===== src/rtl/sensor_accumulator_pkg.sv =====
// Shared definitions for the temperature-average front end: FSM states,
// default divider operand width and index-width helper.
package sensor_accumulator_pkg;

  typedef enum logic [1:0] {
    ST_IDLE = 2'd0,
    ST_SCAN = 2'd1,
    ST_DONE = 2'd2
  } state_t;

  localparam int unsigned OUT_WIDTH_DEF = 16;

  // Index width for n slots, never narrower than one bit.
  function automatic int unsigned clog2_min1(input int unsigned n);
    int unsigned w;
    w = 0;
    for (int unsigned i = 0; i < 32; i++) begin
      if ((64'd1 << i) < 64'(n)) w = i + 1;
    end
    return (w == 0) ? 1 : w;
  endfunction

endpackage


===== src/rtl/sensor_accumulator_if.sv =====
// Request/result bundle between the sensor scanner and its client.
interface sensor_accumulator_if
  import sensor_accumulator_pkg::*;
#(
  parameter int unsigned NR_SENSORS = 8,
  parameter int unsigned TEMP_WIDTH = 8,
  parameter int unsigned OUT_WIDTH  = OUT_WIDTH_DEF
);

  logic                             start;
  logic [NR_SENSORS*TEMP_WIDTH-1:0] sensors_values;
  logic [NR_SENSORS-1:0]            sensors_en;
  logic                             busy;
  logic                             done;
  logic [OUT_WIDTH-1:0]             sum_out;
  logic [OUT_WIDTH-1:0]             count_out;
  logic                             no_active;
  logic                             overflow;

  modport master (
    output start, sensors_values, sensors_en,
    input  busy, done, sum_out, count_out, no_active, overflow
  );

  modport slave (
    input  start, sensors_values, sensors_en,
    output busy, done, sum_out, count_out, no_active, overflow
  );

endinterface


===== src/rtl/sensor_accumulator_sat_adder.sv =====
// Combinational unsigned saturating adder; clamps to all-ones and flags
// the carry out of the WIDTH-bit result.
module sat_adder #(
  parameter int unsigned WIDTH = 16
) (
  input  logic [WIDTH-1:0] i_a,
  input  logic [WIDTH-1:0] i_b,
  output logic [WIDTH-1:0] o_sum,
  output logic             o_ovf
);

  logic [WIDTH:0] w_full;

  always_comb begin
    w_full = {1'b0, i_a} + {1'b0, i_b};
    o_ovf  = w_full[WIDTH];
    o_sum  = w_full[WIDTH] ? '1 : w_full[WIDTH-1:0];
  end

endmodule


===== src/rtl/sensor_accumulator.sv =====
// Snapshots all sensor readings on start, then scans one slot per clock to
// produce the saturating sum and active count for the averaging divider.
module sensor_accumulator
  import sensor_accumulator_pkg::*;
#(
  parameter int unsigned NR_SENSORS = 8,
  parameter int unsigned TEMP_WIDTH = 8,
  parameter int unsigned OUT_WIDTH  = OUT_WIDTH_DEF
) (
  input  logic                 clk,
  input  logic                 rst,
  sensor_accumulator_if.slave  bus
);

  localparam int unsigned IDX_W = clog2_min1(NR_SENSORS);

  state_t                           r_state;
  logic [NR_SENSORS*TEMP_WIDTH-1:0] r_vals;
  logic [NR_SENSORS-1:0]            r_en;
  logic [IDX_W-1:0]                 r_idx;
  logic [OUT_WIDTH-1:0]             r_acc;
  logic [OUT_WIDTH-1:0]             r_cnt;
  logic                             r_ovf;
  logic                             r_busy;
  logic                             r_done;
  logic [OUT_WIDTH-1:0]             r_sum_out;
  logic [OUT_WIDTH-1:0]             r_count_out;
  logic                             r_no_active;
  logic                             r_overflow;

  logic [TEMP_WIDTH-1:0] w_val;
  logic [OUT_WIDTH-1:0]  w_val_ext;
  logic [OUT_WIDTH-1:0]  w_sat_sum;
  logic                  w_sat_ovf;
  logic [OUT_WIDTH-1:0]  w_acc_nxt;
  logic [OUT_WIDTH-1:0]  w_cnt_nxt;
  logic                  w_ovf_nxt;
  logic                  w_last;

  always_comb begin
    w_val     = r_vals[r_idx*TEMP_WIDTH +: TEMP_WIDTH];
    w_val_ext = OUT_WIDTH'(w_val);
  end

  // The carry bit of the OUT_WIDTH+1 accumulator lives inside the adder.
  sat_adder #(.WIDTH(OUT_WIDTH)) u_sat_adder (
    .i_a   (r_acc),
    .i_b   (w_val_ext),
    .o_sum (w_sat_sum),
    .o_ovf (w_sat_ovf)
  );

  always_comb begin
    w_acc_nxt = r_acc;
    w_cnt_nxt = r_cnt;
    w_ovf_nxt = r_ovf;
    if (r_en[r_idx]) begin
      w_acc_nxt = w_sat_sum;
      w_cnt_nxt = r_cnt + OUT_WIDTH'(1);
      w_ovf_nxt = r_ovf | w_sat_ovf;
    end
    w_last = (r_idx == IDX_W'(NR_SENSORS - 1));
  end

  always_ff @(posedge clk or posedge rst) begin
    if (rst) begin
      r_state     <= ST_IDLE;
      r_vals      <= '0;
      r_en        <= '0;
      r_idx       <= '0;
      r_acc       <= '0;
      r_cnt       <= '0;
      r_ovf       <= 1'b0;
      r_busy      <= 1'b0;
      r_done      <= 1'b0;
      r_sum_out   <= '0;
      r_count_out <= '0;
      r_no_active <= 1'b0;
      r_overflow  <= 1'b0;
    end else begin
      case (r_state)
        ST_IDLE: begin
          r_done <= 1'b0;
          if (bus.start) begin
            r_vals  <= bus.sensors_values;
            r_en    <= bus.sensors_en;
            r_idx   <= '0;
            r_acc   <= '0;
            r_cnt   <= '0;
            r_ovf   <= 1'b0;
            r_busy  <= 1'b1;
            r_state <= ST_SCAN;
          end
        end
        ST_SCAN: begin
          r_acc <= w_acc_nxt;
          r_cnt <= w_cnt_nxt;
          r_ovf <= w_ovf_nxt;
          if (w_last) begin
            r_sum_out   <= w_acc_nxt;
            r_count_out <= w_cnt_nxt;
            r_no_active <= (w_cnt_nxt == '0);
            r_overflow  <= w_ovf_nxt;
            r_done      <= 1'b1;
            r_state     <= ST_DONE;
          end else begin
            r_idx <= r_idx + IDX_W'(1);
          end
        end
        ST_DONE: begin
          r_done  <= 1'b0;
          r_busy  <= 1'b0;
          r_state <= ST_IDLE;
        end
        default: begin
          r_done  <= 1'b0;
          r_busy  <= 1'b0;
          r_state <= ST_IDLE;
        end
      endcase
    end
  end

  assign bus.busy      = r_busy;
  assign bus.done      = r_done;
  assign bus.sum_out   = r_sum_out;
  assign bus.count_out = r_count_out;
  assign bus.no_active = r_no_active;
  assign bus.overflow  = r_overflow;

endmodule


===== src/flat_wrapper.sv =====
// flat-port wrapper written by rule: the top's interface ports become plain ports
module sensor_accumulator_flat import sensor_accumulator_pkg::*;
#(
  parameter int unsigned NR_SENSORS = 8,
  parameter int unsigned TEMP_WIDTH = 8,
  parameter int unsigned OUT_WIDTH  = OUT_WIDTH_DEF
)
  (clk, rst, bus_start, bus_sensors_values, bus_sensors_en, bus_busy, bus_done, bus_sum_out, bus_count_out, bus_no_active, bus_overflow);
  sensor_accumulator_if #(.NR_SENSORS(NR_SENSORS), .TEMP_WIDTH(TEMP_WIDTH), .OUT_WIDTH(OUT_WIDTH)) bus_i ();
  input  logic clk;
  input  logic rst;
  input wire logic [$bits(bus_i.start)-1:0] bus_start;
  input wire logic [$bits(bus_i.sensors_values)-1:0] bus_sensors_values;
  input wire logic [$bits(bus_i.sensors_en)-1:0] bus_sensors_en;
  output wire logic [$bits(bus_i.busy)-1:0] bus_busy;
  output wire logic [$bits(bus_i.done)-1:0] bus_done;
  output wire logic [$bits(bus_i.sum_out)-1:0] bus_sum_out;
  output wire logic [$bits(bus_i.count_out)-1:0] bus_count_out;
  output wire logic [$bits(bus_i.no_active)-1:0] bus_no_active;
  output wire logic [$bits(bus_i.overflow)-1:0] bus_overflow;
  assign bus_i.start = bus_start;
  assign bus_i.sensors_values = bus_sensors_values;
  assign bus_i.sensors_en = bus_sensors_en;
  assign bus_busy = bus_i.busy;
  assign bus_done = bus_i.done;
  assign bus_sum_out = bus_i.sum_out;
  assign bus_count_out = bus_i.count_out;
  assign bus_no_active = bus_i.no_active;
  assign bus_overflow = bus_i.overflow;
  sensor_accumulator #(.NR_SENSORS(NR_SENSORS), .TEMP_WIDTH(TEMP_WIDTH), .OUT_WIDTH(OUT_WIDTH)) u_core (.clk(clk), .rst(rst), .bus(bus_i));
endmodule

===== config.mk =====
export PLATFORM = sky130hd
export DESIGN_NAME = sensor_accumulator_flat
export DESIGN_NICKNAME = d
export VERILOG_FILES = /design/src/rtl/sensor_accumulator_pkg.sv /design/src/rtl/sensor_accumulator_if.sv /design/src/rtl/sensor_accumulator_sat_adder.sv /design/src/rtl/sensor_accumulator.sv /design/src/flat_wrapper.sv
export SDC_FILE = /design/constraint.sdc
export NUM_CORES = 1
export LEC_CHECK = 0
export CAP_MARGIN = 20
export CORE_UTILIZATION = 30
export DETAILED_ROUTE_END_ITERATION = 8
export GPL_TIMING_DRIVEN = 0
export PLACE_DENSITY = 0.58
export SYNTH_ARGS = -nofsm -noshare
export SYNTH_HDL_FRONTEND = slang
export SYNTH_SLANG_ARGS = --single-unit
export TNS_END_PERCENT = 1

===== constraint.sdc =====
create_clock -name clk -period 9.21 [get_ports clk]
set_clock_uncertainty 0.05 [all_clocks]
set_input_delay 1.842 -clock clk [delete_from_list [all_inputs] [get_ports clk]]
set_output_delay 1.842 -clock clk [all_outputs]
set_load 0.02 [all_outputs]

==> Yosys cells after proc, flatten, opt, wreduce, memory -nomap -nowiden <==
Cells that the tools add are included.
{ "totals": {"register_bits": 146, "input_bits": 75, "out_inout_bits": 36, "word_cells": 55} }
{ "op_classes": {"add_sub_neg": 3, "magnitude_cmp": 1, "eq_ne": 5, "n_shift": 1, "muxes": 21, "n_bitwise": 2, "reduce_logical": 9} }
{ "ops": {"columns": ["cell", "count"], "rows": [
  ["16-bit two-way mux", 4],
  ["16-bit one-hot mux with 2 select lines", 2],
  ["64-bit by 7-bit indexed part select with 8-bit output", 1],
  ["16-bit by 8-bit adder with 17-bit output", 1],
  ["16-bit by 1-bit adder with 16-bit output, second input constant", 1],
  ["16-bit logical NOT", 1],
  ["2-bit AND reduction", 5],
  ["1-bit two-way mux", 6],
  ["3-bit two-way mux", 2],
  ["3-bit one-hot mux with 2 select lines", 1],
  ["3-bit by 4-bit less-than comparator with 1-bit output, second input constant", 1],
  ["2-bit two-way mux", 2],
  ["2-bit inequality test, second input constant", 2],
  ["1-bit one-hot mux with 2 select lines", 2],
  ["2-bit one-hot mux with 2 select lines", 1],
  ["3-bit by 1-bit adder with 3-bit output, second input constant", 1],
  ["1-bit binary-select mux with 3-bit select", 1],
  ["3-bit == test, second input constant", 1],
  ["3-bit AND reduction", 1],
  ["2-bit by 1-bit == test with 1-bit output, second input constant", 1],
  ["2-bit logical NOT", 1],
  ["2-bit by 1-bit inequality test with 1-bit output, second input constant", 1],
  ["2-bit nonzero test", 1],
  ["1-bit NOT", 1],
  ["1-bit bitwise OR", 1]
]} }

==> Logic depth before layout (Yosys ltp) <==
Gate-level depths: netlist of the first run.
{ "logic_depth": {"depth_word": 5, "ltp_mapped": 14, "mapped_depth_nobuf": 11} }

==> Cells and area by module <==
Synthesis of the first run repeated with hierarchy kept, for this count alone.
{ "hier_totals": {"cells_unflattened": 651, "hier_area_um2": 7589.8} }
{ "modules_own_cells": {"columns": ["mod", "n_inst", "cells_each", "area_each_um2", "seq_area_each_um2"], "rows": [
  ["sensor_accumulator", 1, 535, 6690.2, 3653.5],
  ["sat_adder", 1, 116, 899.6, 0.0]
]} }

==> Worst setup path after synthesis of the first run <==
Ideal clock, no wire load.
{ "synth_timing": {"kind": "register to register", "startpoint": "register u_core.r_idx[1]", "endpoint": "register u_core.r_acc[11]", "setup_ns": 0.121, "arrival_ns": 3.580, "t_required_ns": 9.039, "slack_ns": 5.459, "path_stages_with_launch": 15, "n_path_buf": 3, "period_less_slack_ns": 3.751, "cell_sequence": "dfrtp_1 -> buf_2 -> clkbuf_1 -> mux4_2 -> mux2_2 -> ha_1 -> fa_1 -> a21o_1 -> a21oi_1 -> o21ai_0 -> and3b_1 -> clkbuf_1 -> nand2_1 -> o21ai_0 -> a22o_1"} }
{ "synth_via": {"elab_chain_cells": 5, "word_cells_on_any_way": 7, "classes_between": "add/sub (1); shift (1); mux (5)"} }
{ "synth_rtl": {"columns": ["item", "line_no", "source"], "rows": [
  ["start: declaration", "sensor_accumulator.sv:20", "logic [IDX_W-1:0] r_idx;"],
  ["start signal: assignment", "sensor_accumulator.sv:107", "r_idx <= r_idx + IDX_W'(1);"],
  ["64-bit by 7-bit indexed part select with 8-bit output", "sensor_accumulator.sv:41", "w_val = r_vals[r_idx*TEMP_WIDTH +: TEMP_WIDTH];"],
  ["16-bit by 8-bit adder with 17-bit output", "sensor_accumulator_sat_adder.sv:15", "w_full = {1'b0, i_a} + {1'b0, i_b};"],
  ["16-bit two-way mux", "sensor_accumulator_sat_adder.sv:17", "o_sum = w_full[WIDTH] ? '1 : w_full[WIDTH-1:0];"],
  ["16-bit two-way mux (*)", "sensor_accumulator.sv:57", "if (r_en[r_idx]) begin"],
  ["16-bit one-hot mux with 2 select lines (*)", "sensor_accumulator.sv:81", "case (r_state)"],
  ["end signal: assignment", "sensor_accumulator.sv:96", "r_acc <= w_acc_nxt;"],
  ["end: declaration", "sensor_accumulator.sv:21", "logic [OUT_WIDTH-1:0] r_acc;"]
]} }
Mark *: on every way between the ends. The rest lies on a longest branch, timed or not. The select of a mux whose other input is x is not followed.
A chain may end at the register's enable or synchronous reset.

==> Worst setup path after layout of the first run <==
{ "layout_timing": {"startpoint": "register u_core.r_idx[0]", "endpoint": "register u_core.r_acc[11]"} }
The elaborated chain is that of the path after synthesis.

==> results of run 1 <==
==> cells by family (layout without fill, tap and decap cells) <==
group	count (synthesis)	count (layout)
muxes	32	32
buffers and inverters	59	203
adders and majority gates	12	12
xor gates and xnor gates	24	24
DFF	146	146
and+or+nand+nor	390	390
AOI/OAI and AO/OA	126	126
==> report_power, final <==
group          switching (µW)  internal [µW]  leakage, µW
sequential                147            879      0.00187
clock                     296            399     0.000281
combinational             817            607      0.00209
==> per-stage QoR <==
| stage | power (µW) | hold WS [ns] | worst slack (ns) | utilization [%] | area (µm²) |
|---|---|---|---|---|---|
| 2_1_floorplan | 1980 | 0.390 | 3.40 | - | 7210 |
| 3_3_place_gp | 2440 | 0.403 | 1.09 | 37.0 | 8710 |
| 3_5_place_dp | 2470 | 0.408 | 4.57 | 37.3 | 8770 |
| 4_1_cts | 3170 | 0.425 | 4.56 | 39.8 | 9360 |
| 5_1_grt | 3370 | 0.441 | 4.27 | 39.8 | 9360 |
| 6_report | 3140 | 0.421 | 4.62 | 39.8 | 9360 |
==> cell type report <==
type                    count  area [µm²]  share of cell area (%)
flip-flops and latches    146        3650                    39.0
inverters                  11        46.3                   0.495
clock inverters            12         119                    1.27
clock buffers              20         467                    4.99
well taps                 319         399                    4.26
plain buffers              48         206                    2.21
multi-input cells         584        3310                    35.4
repair buffers            112        1160                    12.4
==> layout by cell type, fill, tap and decap left out, types with 4 or more instances in the layout <==
cell type,instances
nand2_1,285
dfrtp_1,146
clkdlybuf4s50_1,110
o21ai_0,55
nor2_1,44
clkbuf_1,39
mux4_2,18
a21oi_1,17
clkbuf_16,17
xnor2_1,15
nand3_1,15
and3_1,14
a31oi_1,11
o31ai_1,11
ha_1,11
mux2_2,10
inv_1,10
xor2_1,8
inv_6,7
and2_1,5
nand4_1,5
a21o_1,5
o21a_1,5
o22ai_1,5
mux2i_1,4
nor3_1,4
==> layer usage <==
| layer | vias to the layer above | track usage, % | wire, µm |
|---|---|---|---|
| met1 | 2864 | 23.3 | 9630 |
| met2 | 161 | 27.9 | 9500 |
| met5 | - | 0 | 0 |
| met3 | 18 | 4.05 | 907 |
| li1 | 2922 | - | - |
| met4 | 0 | 4.72 | 268 |
==> registers in the layout (all words and copies together), names as in the netlist, 2 cells and up <==
register,flops
u_core.r_vals,64
u_core.bus.count_out,16
u_core.bus.sum_out,16
u_core.r_acc,16
u_core.r_cnt,16
u_core.r_en,8
u_core.r_idx,3
u_core.r_state,2
==> tightest hold or removal path, delay by kind of cell (launching register included) <==
family	cells	cell delay, ns
flip-flops	1	0.34
AND/OR/NAND/NOR	2	0.10
==> worst paths after layout <==
| path | end | slack, ns |
|---|---|---|
| max | u_core.r_acc[11] | 4.62 |
| min | u_core.r_vals[62] | 0.42 |
| max reg2reg | u_core.r_acc[11] | 4.62 |
| min reg2reg | u_core.r_vals[62] | 0.42 |
| max in group asynchronous | u_core.r_en[3] | 6.48 |
| min in group asynchronous | u_core.r_cnt[7] | 1.73 |
==> cell usage after synthesis, types with 2 or more instances <==
cell type  count  share of area (%)
or2_2          2               0.17
xor2_1         8               0.97
mux2i_1        4               0.55
clkbuf_1      39                2.0
a21o_1         5               0.52
nor2_1        44                2.3
mux4_2        18                5.6
buf_6          3               0.47
and2_1         5               0.43
o22ai_1        5               0.43
nand2b_1       3               0.26
nand4_1        5               0.43
dfrtp_1      146                 51
buf_2          2               0.14
mux2_2        10                1.6
a22o_1         3               0.36
o21a_1         5               0.52
buf_1          3               0.16
inv_1         11               0.57
nor3_1         4               0.28
ha_1          11                1.9
and4_1         2               0.24
o2111ai_1      2               0.24
a21oi_1       17                1.2
o21bai_1       3               0.31
a31oi_1       11               0.95
or4_1          2               0.21
o311ai_0       2               0.24
o31ai_1       11                1.1
o21ai_0       55                3.8
nand2_1      285                 15
a2bb2oi_1      2               0.24
nand3_1       15                1.0
or3_1          2               0.17
and3_1        14                1.2
xnor2_1       15                1.8
==> impl_metrics.py, run 1 <==
metrics = {
    "outcome": {
        "status": "complete, no violations",
    },
    "worst_setup_path": {
        "cp_num_buf_inv": 3,
        "slowest_delay_ns": 0.58,
        "reg2regPathDepth": 14,
        "cp_slowest_cell": "buf_1",
        "critPathKind": "flip-flop to flip-flop",
        "critical_path.startpoint": "u_core.r_idx[0]",
        "path_delay_family": "compound AO/OA/AOI/OAI gates",
        "worstPathArrival_ns": 4.86,
        "crit_chain": "buf_6 -> buf_1 -> mux4_2 -> mux2_2 -> ha_1 -> fa_1 -> a21o_1 -> a21oi_1 -> o21ai_0 -> and3b_1 -> clkbuf_1 -> nand2_1 -> o21ai_0 -> a22o_1",
        "r2r_start": "u_core.r_idx[0]",
        "start_kind": "flip-flop",
        "end_kind": "flip-flop",
        "cp.required_ns": 9.47,
        "cp.depth": 14,
        "cpMostUsedCell": "o21ai_0",
        "path_max_fanout": 10,
    },
    "logic_synthesis": {
        "synth_adder_area_share_pct": 2.19,
        "synth_top_family_by_area": "simple AND/OR/NAND/NOR gates",
        "ys_types": 51,
        "synth.avg_cell_area_um2": 9.14,
        "synth_compound_area_share_pct": 10.6,
        "synth_nets": 876,
        "synth_cells": 789,
        "ys_warn_count": 0,
        "synthArstFlopShare_pct": 100,
        "synth_edf_count": 0,
        "ys_seq_area_share_pct": 50.6,
        "syn_area_mm2": 0.00721,
        "synthSimpleGateAreaFrac_pct": 22.4,
        "synthXorXnorAreaFrac_pct": 3.02,
        "synth_ff_type": "dfrtp_1",
        "ys_ff_latch": 146,
        "synthMuxAreaShare_pct": 7.73,
    },
    "worst_hold_path": {
        "hold_depth": 2,
        "min_path_type": "flip-flop to flip-flop",
        "hold_path.startpoint": "u_core.r_vals[62]",
    },
    "placed_design": {
        "port_buffers": 110,
        "dpl.hpwl_um": 14600,
        "place_congestion": 0.883,
        "dp_cells": 1220,
    },
    "route": {
        "postRouteAntennaNets": 0,
        "wl_per_cell_um": 16.2,
        "wirelength_um": 20300,
        "viasPerCell": 4.76,
        "drtIter0Drc": 412,
        "drc": 0,
        "firstDrtPassIters": 5,
        "num_vias": 5965,
    },
    "clock_tree": {
        "cts_setup_buffers": 0,
        "cts-htree-levels": 4,
        "root_buffer": "clkbuf_16",
        "cts.path.max_buffers": 2,
        "cts_resized": 0,
        "worstSkewPairLatency_ns": 0.43,
        "clock_sinks": 146,
        "cts_buffers": 17,
        "clk_pin_slew_ns": 0.07,
        "cts_hold_buffers": 0,
        "cts_tree": "yes",
    },
    "power": {
        "irDropWorstVdd_mv": 0.130,
        "leakage_uw": 0.00425,
        "power_density_mw_per_mm2": 336,
    },
    "finish": {
        "drive_above_1_share_pct": 8.04,
        "synthToLayoutAreaGrowth_pct": 29.7,
        "diodes": 0,
        "filler_cell_count": 2441,
        "stdcell_count": 1252,
        "nets": 1007,
    },
    "floorplanning": {
        "die_x_um": 157,
        "start_util_pct": 30.6,
        "die-area_mm2": 0.0247,
        "row_count": 56,
        "core_region_area_mm2": 0.0235,
        "die_h_um": 157,
        "ios": 111,
    },
    "timing": {
        "relSlewSlack_pct": 39.8,
        "maxSlewViolCount": 0,
        "fin_crit_sh_pct": 49.9,
        "period_needed_ns": 4.59,
        "rsz0062_at_grt": "false",
        "fmax_ghz": 0.218,
        "worstMarginPinSlew_ns": 0.894,
        "finalSetupTns_ns": 0,
        "finalSetupViolCount": 0,
        "hold_violations": 0,
    },
    "grt": {
        "grt_max_degree": 62,
        "grt_pass1_wl_um": 32300,
        "antenna_found_initial": 0,
        "grt_overflow": 0,
        "grt.total_usage_pct": 17.3,
        "grt_pass1_vias": 5932,
    },
    "job": {
        "cap_violations": 0,
    },
}
Note: power is estimated with default switching activity, not from simulation.
==> run 2, diff against run 1 <==
Clock period 9.21 ns to 4.38 ns, I/O delays scaled along.
==> impl_metrics.py, run 2 (synthesis gave the netlist of run 1 again) <==
metrics = {
    "timing": {
        "fin_crit_sh_pct": 93.0,
        "finalSetupTns_ns": 0,
        "relSlewSlack_pct": 39.6,
        "hold_violations": 0,
        "fin_hold_ws_ns": 0.422,
        "finalSetupViolCount": 0,
        "worstMarginPinSlew_ns": 0.896,
        "period_needed_ns": 4.07,
        "setup_slack_ns": 0.307,
        "maxSlewViolCount": 0,
        "fmax_ghz": 0.246,
        "rsz0062_at_grt": "false",
    },
    "clock_tree": {
        "cts_setup_buffers": 0,
        "clock_sinks": 146,
        "cts_buffers": 17,
        "cts.path.max_buffers": 2,
        "cts_hold_buffers": 0,
        "cts_tree": "yes",
        "root_buffer": "clkbuf_16",
        "clk_pin_slew_ns": 0.06,
        "worstSkewPairLatency_ns": 0.43,
        "cts-htree-levels": 4,
    },
    "route": {
        "wirelength_um": 20100,
        "postRouteAntennaNets": 0,
        "viasPerCell": 4.80,
        "firstDrtPassIters": 5,
        "num_vias": 6013,
        "wl_per_cell_um": 16.0,
        "drtIter0Drc": 369,
        "drc": 0,
    },
    "worst_setup_path": {
        "cp.required_ns": 4.64,
        "end_kind": "flip-flop",
        "reg2regPathDepth": 14,
        "worstPathArrival_ns": 4.34,
        "start_kind": "flip-flop",
        "critPathKind": "flip-flop to flip-flop",
        "path_max_fanout": 10,
    },
    "placed_design": {
        "port_buffers": 110,
        "place_congestion": 0.885,
        "dpl.hpwl_um": 14700,
        "dp_slack_ns": -0.247,
        "dpl-instance-area_mm2": 0.00880,
    },
    "power": {
        "leakage_uw": 0.00424,
        "irDropWorstVdd_mv": 0.283,
        "power_density_mw_per_mm2": 701,
    },
    "finish": {
        "drive_above_1_share_pct": 8.35,
        "layout_common_cells": "nand2_1 (284), dfrtp_1 (146), clkdlybuf4s50_1 (110)",
        "synthToLayoutAreaGrowth_pct": 30.2,
        "multi_input_area_mm2": 0.00332,
        "largest_reg_flops": 64,
        "largest-register": "u_core.r_vals",
        "seqCellArea_mm2": 0.00365,
        "final_common_cell": "nand2_1",
        "finalInstanceArea_mm2": 0.00939,
        "nets": 1009,
        "filler_cell_count": 2404,
    },
    "grt": {
        "grt_pass1_wl_um": 32300,
        "grt_max_degree": 40,
        "antenna_found_initial": 1,
        "grt_pass1_vias": 5949,
        "grt_overflow": 0,
        "grt.total_usage_pct": 17.4,
    },
    "job": {
        "cap_violations": 0,
    },
    "worst_hold_path": {
        "min_path_type": "flip-flop to flip-flop",
        "hold_depth": 2,
    },
    "floorplanning": {
        "ios": 111,
        "die_x_um": 157,
        "start_util_pct": 30.6,
        "die-area_mm2": 0.0247,
        "core_region_area_mm2": 0.0235,
        "die_h_um": 157,
        "row_count": 56,
    },
    "outcome": {
        "status": "complete, no violations",
    },
}
## run 2: final cells by class
| type | instances | area share (%) |
|---|---|---|
| sequential | 146 | 38.9 |
| timing repair buffer | 114 | 12.6 |
| antenna | 1 | 0.0266 |
| multi-input combinational | 584 | 35.3 |
| clock inverter | 12 | 1.45 |
| inverter | 11 | 0.480 |
| buffer | 48 | 2.28 |
| tap | 319 | 4.25 |
| clock buffer | 19 | 4.72 |
## run 2: worst paths after layout
path                                   start  slack [ns]                        to
setup / recovery             u_core.r_idx[0]        0.31          u_core.r_acc[11]
hold / removal             u_core.r_vals[15]        0.42         u_core.r_vals[15]
setup reg to reg             u_core.r_idx[0]        0.31          u_core.r_acc[11]
hold reg to reg            u_core.r_vals[15]        0.42         u_core.r_vals[15]
max in group asynchronous                rst        2.22         u_core.r_vals[27]
min in group asynchronous                rst        0.79  u_core.bus.count_out[12]
## run 2: metrics by stage
stage          instances  total power [µW]  util [%]
2_1_floorplan        789              4160         -
3_3_place_gp        1218              5110      37.0
3_5_place_dp        1222              5180      37.4
4_1_cts             1253              6650      39.8
5_1_grt             1253              7090      39.9
6_report            1254              6580      39.9
## run 2: repair_timing
item / CTS / global route
setup endpoints to repair: 11 / 6
endpoints found under the hold margin: 0 / 0
resized for setup: 2 / 4
## run 2: power breakdown
| part | switching [µW] | leakage, µW | total, µW | internal [µW] |
|---|---|---|---|---|
| clock | 599 | 0.000263 | 1450 | 850 |
| combinational | 1690 | 0.00211 | 2970 | 1280 |
| sequential | 314 | 0.00187 | 2160 | 1850 |
## run 2: routing by layer
metal	GRT usage [%]	share of wire, %	wire length (µm)	vias to the layer above
li1	-	-	-	2920
met3	3.25	4.8	959	21
met1	23.2	47	9420	2908
met4	5.78	1.5	294	0
met2	28.3	47	9390	164
met5	0	0	0	-
## run 2: critical path, cell delays in order (launching register included)
cell      delay [ns]
dfrtp_1         0.37
buf_6           0.20
buf_2           0.32
mux4_2          0.40
mux2_2          0.32
ha_1            0.22
fa_1            0.41
a21o_1          0.19
a21oi_1         0.27
o21ai_0         0.17
and3b_1         0.20
clkbuf_1        0.22
nand2_2         0.26
o21ai_0         0.13
a22o_1          0.23
